===== config.mk =====
export PLATFORM = sky130hd
export DESIGN_NAME = shift_sequencer
export DESIGN_NICKNAME = d
export VERILOG_FILES = /design/src/rtl/shift_sequencer.sv
export SDC_FILE = /design/constraint.sdc
export NUM_CORES = 1
export LEC_CHECK = 0
export CAP_MARGIN = 0
export CORE_MARGIN = 8
export CORE_UTILIZATION = 46
export DETAILED_ROUTE_END_ITERATION = 7
export PLACE_DENSITY = 0.88
export SYNTH_ARGS = -nofsm -noshare
export SYNTH_HDL_FRONTEND = slang
export SYNTH_SLANG_ARGS = --single-unit

===== constraint.sdc =====
create_clock -name CLK -period 3.7 [get_ports CLK]
set_input_delay 0.37 -clock CLK [delete_from_list [all_inputs] [get_ports CLK]]
set_output_delay 0.37 -clock CLK [all_outputs]
set_load 0.01 [all_outputs]

===== src/rtl/shift_sequencer.sv =====
// Multi-cycle shift sequencer: reduces a shift request to bounded passes through an
// external combinational shifter, feeding each pass result back as the next operand.
module shift_sequencer #(
  parameter int MAX_STEP = 7
) (
  input  logic       CLK,
  input  logic       RESET,
  input  logic       start,
  input  logic [1:0] op,
  input  logic [7:0] value,
  input  logic [7:0] amount,
  output logic       busy,
  output logic       done,
  output logic [7:0] result,
  output logic [7:0] sh_data1,
  output logic [7:0] sh_data2,
  output logic [1:0] sh_rsc,
  output logic       sh_left,
  input  logic [7:0] sh_left_result,
  input  logic [7:0] sh_right_result,
  output logic [1:0] fsm_state
);

  localparam logic [2:0] MAX3 = 3'(MAX_STEP);

  localparam logic [1:0] OP_SLL = 2'b00;
  localparam logic [1:0] OP_SRA = 2'b10;
  localparam logic [1:0] OP_ROR = 2'b11;

  typedef enum logic [1:0] {
    IDLE = 2'd0,
    RUN  = 2'd1,
    DONE = 2'd2
  } state_t;

  state_t     state, state_nx;
  logic [1:0] op_q, op_nx;
  logic [7:0] acc, acc_nx;
  logic [7:0] remaining, rem_nx;
  logic [7:0] result_q, result_nx;
  logic [2:0] step;

  // Handshake: start is a one-cycle request accepted only when busy=0; the
  // answer is the done pulse with result valid in that same cycle. Requests
  // raised while busy are dropped, never queued.

  always_comb begin
    if (remaining > {5'b0, MAX3}) step = MAX3;
    else                          step = remaining[2:0];
  end

  always_comb begin
    state_nx  = state;
    op_nx     = op_q;
    acc_nx    = acc;
    rem_nx    = remaining;
    result_nx = result_q;
    case (state)
      IDLE: begin
        if (start) begin
          op_nx  = op;
          acc_nx = value;
          rem_nx = amount;
          if (op == OP_ROR) begin
            rem_nx = {5'b0, amount[2:0]};
          end else if (amount >= 8'd8) begin
            // Everything shifted out: answer is all-zero or all-sign without any pass.
            rem_nx = 8'd0;
            acc_nx = (op == OP_SRA) ? {8{value[7]}} : 8'h00;
          end
          state_nx = (rem_nx != 8'd0) ? RUN : DONE;
        end
      end
      RUN: begin
        acc_nx = sh_left ? sh_left_result : sh_right_result;
        rem_nx = remaining - {5'b0, step};
        if (remaining == {5'b0, step}) state_nx = DONE;
      end
      DONE: state_nx = IDLE;
      default: state_nx = IDLE;
    endcase
    // Result is captured on entry to DONE so it is already valid during the pulse.
    if (state_nx == DONE && state != DONE) result_nx = acc_nx;
  end

  always_ff @(posedge CLK or posedge RESET) begin
    if (RESET) begin
      state     <= IDLE;
      op_q      <= 2'b00;
      acc       <= 8'h00;
      remaining <= 8'h00;
      result_q  <= 8'h00;
    end else begin
      state     <= state_nx;
      op_q      <= op_nx;
      acc       <= acc_nx;
      remaining <= rem_nx;
      result_q  <= result_nx;
    end
  end

  assign busy      = (state != IDLE);
  assign done      = (state == DONE);
  assign result    = result_q;
  assign sh_data1  = acc;
  assign sh_data2  = (state == RUN) ? {5'b0, step} : 8'h00;
  assign sh_rsc    = op_q;
  assign sh_left   = (state == RUN) && (op_q == OP_SLL);
  assign fsm_state = state;

endmodule


# Word-level counts from Yosys, hierarchy flattened
# Index checks and enable logic that the tools add are counted.
# totals
regBits	28
inputBits	37
out_inout_bits	31
elab_cells	43
# op_classes
n_addsub	1
magnitude_cmp	2
eq_ne	8
mux	18
reduce_logical	9
# op_table
cell	count
2-to-1 mux 8 bit	10
case mux 8 bit (2 select lines)	2
equality test 2 bit (second input constant)	4
equality test 8 x 3 -> 1 bit	1
greater-or-equal comparator 8 x 4 -> 1 bit (second input constant)	1
> comparator 8 x 3 -> 1 bit (second input constant)	1
nonzero test 8 bit	1
subtractor 8 x 3 -> 8 bit	1
2-to-1 mux 2 bit	3
2-to-1 mux 3 bit	2
zero test 2 bit	2
inequality test 2 bit (second input constant)	2
case mux 2 bit (2 select lines)	1
AND reduction 2 bit	2
nonzero test 2 bit	2
equality test 2 x 1 -> 1 bit (second input constant)	1
logical AND 1 bit	2

# Longest topological paths before layout
# logic_depth
word_depth	11
depth_mapped	8
ltp_nobuf	7

# Worst setup path before layout
# No wires, ideal clock.
# synth_timing
path_type	flip-flop to flip-flop
from	register remaining[4]
to	register remaining[6]
t_arrival_ns	1.925
path_slack_ns	1.696
path_stages_with_launch	8
n_path_buf	1
synth_period_minus_slack_ns	2.004
path_cell_list	dfrtp_1 or4_1 clkbuf_1 nor2_1 or2_2 ha_1 a2111oi_0 mux2i_1
# synth_via
elab_chain_len	4
# synth_lines
element	line_no	text
from (decl)	39	logic [7:0] remaining, rem_nx;
from (signal assigned)	97	remaining <= rem_nx;
> comparator 8 x 3 -> 1 bit	48	if (remaining > {5'b0, MAX3}) step = MAX3;
2-to-1 mux 3 bit	48	
subtractor 8 x 3 -> 8 bit (*)	76	rem_nx = remaining - {5'b0, step};
case mux 8 bit (2 select lines) (*)	58	case (state)
# Every way passes the cells marked *; elsewhere a longest branch is shown, timed or not.
# A chain may end at the register's enable or synchronous reset.

# Final worst setup path
# layout_timing
from	register remaining[6]
to	output port sh_data2[1]
# layout_via
elab_chain_len	3
# layout_lines
element	line_no	text
> comparator 8 x 3 -> 1 bit	48	
2-to-1 mux 3 bit	48	
2-to-1 mux 3 bit	106	assign sh_data2 = (state == RUN) ? {5'b0, step} : 8'h00;
to (decl)	16	output logic [7:0] sh_data2,
# No other way between the ends.

==> flow_summary.yaml <==
layout:
  area_delta_synth_final_pct: 43.22
  fin_cells: 279
  drive_gt1_share_pct: 10.73
  n_antenna_cell: 0
  nFillCells: 298
  fin_nets: 272
  design_area_um2: 2313
placed_design:
  hpwl_um: 3408
  dp_cells: 275
  placed_area_um2: 2261
  gp_congestion: 0.8272
  dp_slack_ns: 1.320
  port_buffers: 62
setup_path:
  cp.required_ns: 3.33
  startpoint: "remaining[6]"
  critPathKind: "reg2out"
  critPathArrivalTime_ns: 2.17
  critPathLaunchType: "register"
  max_stage_delay_ns: 0.66
  crit_chain: "or4_1 > nor3_1 > nor2_1 > clkdlybuf4s50_1"
  cp_max_fo: 7
  path_buf_inv: 1
  crit_family: "simple AND/OR/NAND/NOR gates"
  r2r-start: "remaining[4]"
  critPathSlowestCell: "or4_1"
  cp-end-kind: "output port"
timing:
  tightestPinTransition_ns: 1.035
  layout_min_cycle_time_ns: 2.537
  drv_slew: 0
  hold_slack_ns: 0.4929
  hold_violations: 0
  fin_setup_tns_ns: 0
  min_period_over_period_pct: 68.56
  timing.fmax_mhz: 394.2
  slew_headroom_pct: 30.93
  rsz0062_at_grt: "false"
  finClkSkew_ns: 0.002361
  setup_slack_ns: 1.163
  setup_viol: 0
route:
  dr.pass1.iters: 4
  drtAntennaViolNets: 0
  wirelength_um: 4437
  drc: 0
  wl_per_cell_um: 15.90
  first_iter_violations: 68
  via_per_inst: 5.344
  vias: 1491
pwr:
  p_per_area_nw_per_um2: 599.6
  p_leak_uw: 0.0009900
  vdd_ir_drop_max_v: 0.0004267
outcome:
  status: "complete, no violations"
yosys:
  ys_top_cells_by_area: "dfrtp_1 (43%), mux2i_1 (6.2%), nand2_1 (5.8%)"
  synth-warning-count: 0
  synth.largest_area_cell: "dfrtp_1"
  yosysUniqueCellTypes: 47
  syn_area_um2: 1615
  yosysTopAreaCellShare_pct: 43.38
  synth_top_flop_cell: "dfrtp_1"
  synth.avg_cell_area_um2: 9.337
  syn_inst: 173
  netlist_top_cells_count: "dfrtp_1 (28), nand2_1 (25), a21oi_1 (12)"
  synth-edff-count: 0
  ys_seq_elements: 28
  seq_area_frac_synth_pct: 43.38
  post-synth-top-count-cell: "dfrtp_1"
  synthArstFlopShare_pct: 100.0
floorplanning:
  top_level_ports: 68
  coreArea_um2: 3363
  rows: 21
  initial_utilization_pct: 48.03
  die_h_um: 75.26
  die_x_um: 75.26
  dieArea_um2: 5664
clocking:
  post_cts_buffers: 0
  cts_resized: 0
  clock_sinks: 28
  clk_latency_ns: 0.32
  holdBufCountCts: 0
  clkTransAtPathRegs_ns: 0.15
  cts_tree: "built"
  ctsLongestPathBuffers: 2
  htree_levels: 1
  clock-root-buffer: "clkbuf_4"
  cts_made_buffers: 3
global_routing:
  gr-total-overflow: 0
  grt_pass1_wl_um: 7079
  antenna_found_initial: 0
  grt_use_total_pct: 15.81
  grt_max_degree: 29
  grt_pass1_vias: 1479
hold_path:
  hp-class: "reg2reg"
  holdCritStartpoint: "sh_data1[5]"
run:
  max_cap_viol_count: 0
through the flow:
step / util [%] / power, µW
detailed placement: 67.22 / 1199
floorplan: - / 902.1
global placement: 67.22 / 1180
finish: 68.79 / 1387
global route: 68.79 / 1497
CTS: 68.79 / 1400
cell usage in the layout (no fill, tap or decap), drive strengths merged, types with 2 or more instances in the layout:
master         count
clkdlybuf4s50     62
dfrtp             28
nand2             25
a21oi             12
nor2              10
mux2i             10
o21ai              9
nor3               7
inv                7
a311oi             6
or3b               6
conb               5
nand3              4
buf                4
mux2               4
or2                3
clkbuf             3
nand2b             2
or4                2
o211a              2
a21o               2
o211ai             2
cell type report:
class	instances	area (µm²)	share of cell area (%)
Multi-Input combinational cell	128	825.8	35.69
Sequential cell	28	700.7	30.29
Inverter	7	26.28	1.136
Clock buffer	3	22.52	0.9735
Timing Repair Buffer	66	650.6	28.12
Tap cell	46	57.56	2.488
Clock inverter	1	30.03	1.298
power breakdown:
part | leakage, µW | switching, µW | total, µW | internal [µW]
clock | 0.0000279 | 90.5 | 200 | 110
sequential | 0.000365 | 104 | 511 | 407
combinational | 0.000597 | 312 | 676 | 365
total | 0.000990 | 506 | 1390 | 881
worst min-delay path: stages (launching register included):
cell     delay (ns)
dfrtp_1        0.37
nand2_1        0.05
nand2_1        0.06
state kept, by name, summed over array words and instances, names as in the netlist:
name	cells
sh_data1	8
result	8
remaining	8
sh_rsc	2
fsm_state	2
cell families after synthesis:
logic type	Yosys count	synth area share [%]
other cells	1	0.2322
fa+ha+maj	1	0.7745
compound gates	42	18.28
flops	28	43.38
simple gates	66	20.92
buf+inv	21	6.739
mux	14	9.682
worst paths after layout:
check | to | cells after the start | slack (ns)
min in group asynchronous | remaining[7] | 2 | 0.57
worst min register to register | sh_data1[5] | 2 | 0.49
worst max register to register | remaining[6] | 6 | 1.55
max in group asynchronous | result[2] | 2 | 2.51
worst max-delay path | sh_data2[1] | 4 | 1.16
worst min-delay path | sh_data1[5] | 2 | 0.49
layer usage:
layer	wire [µm]	share of wire (%)	GRT usage, %
met4	33	0.74	4.478
met2	2171	49	27.16
met3	297	6.7	2.530
met5	0	0	0
met1	1934	44	19.78
No activity file was read; power rests on OpenSTA's default activity.
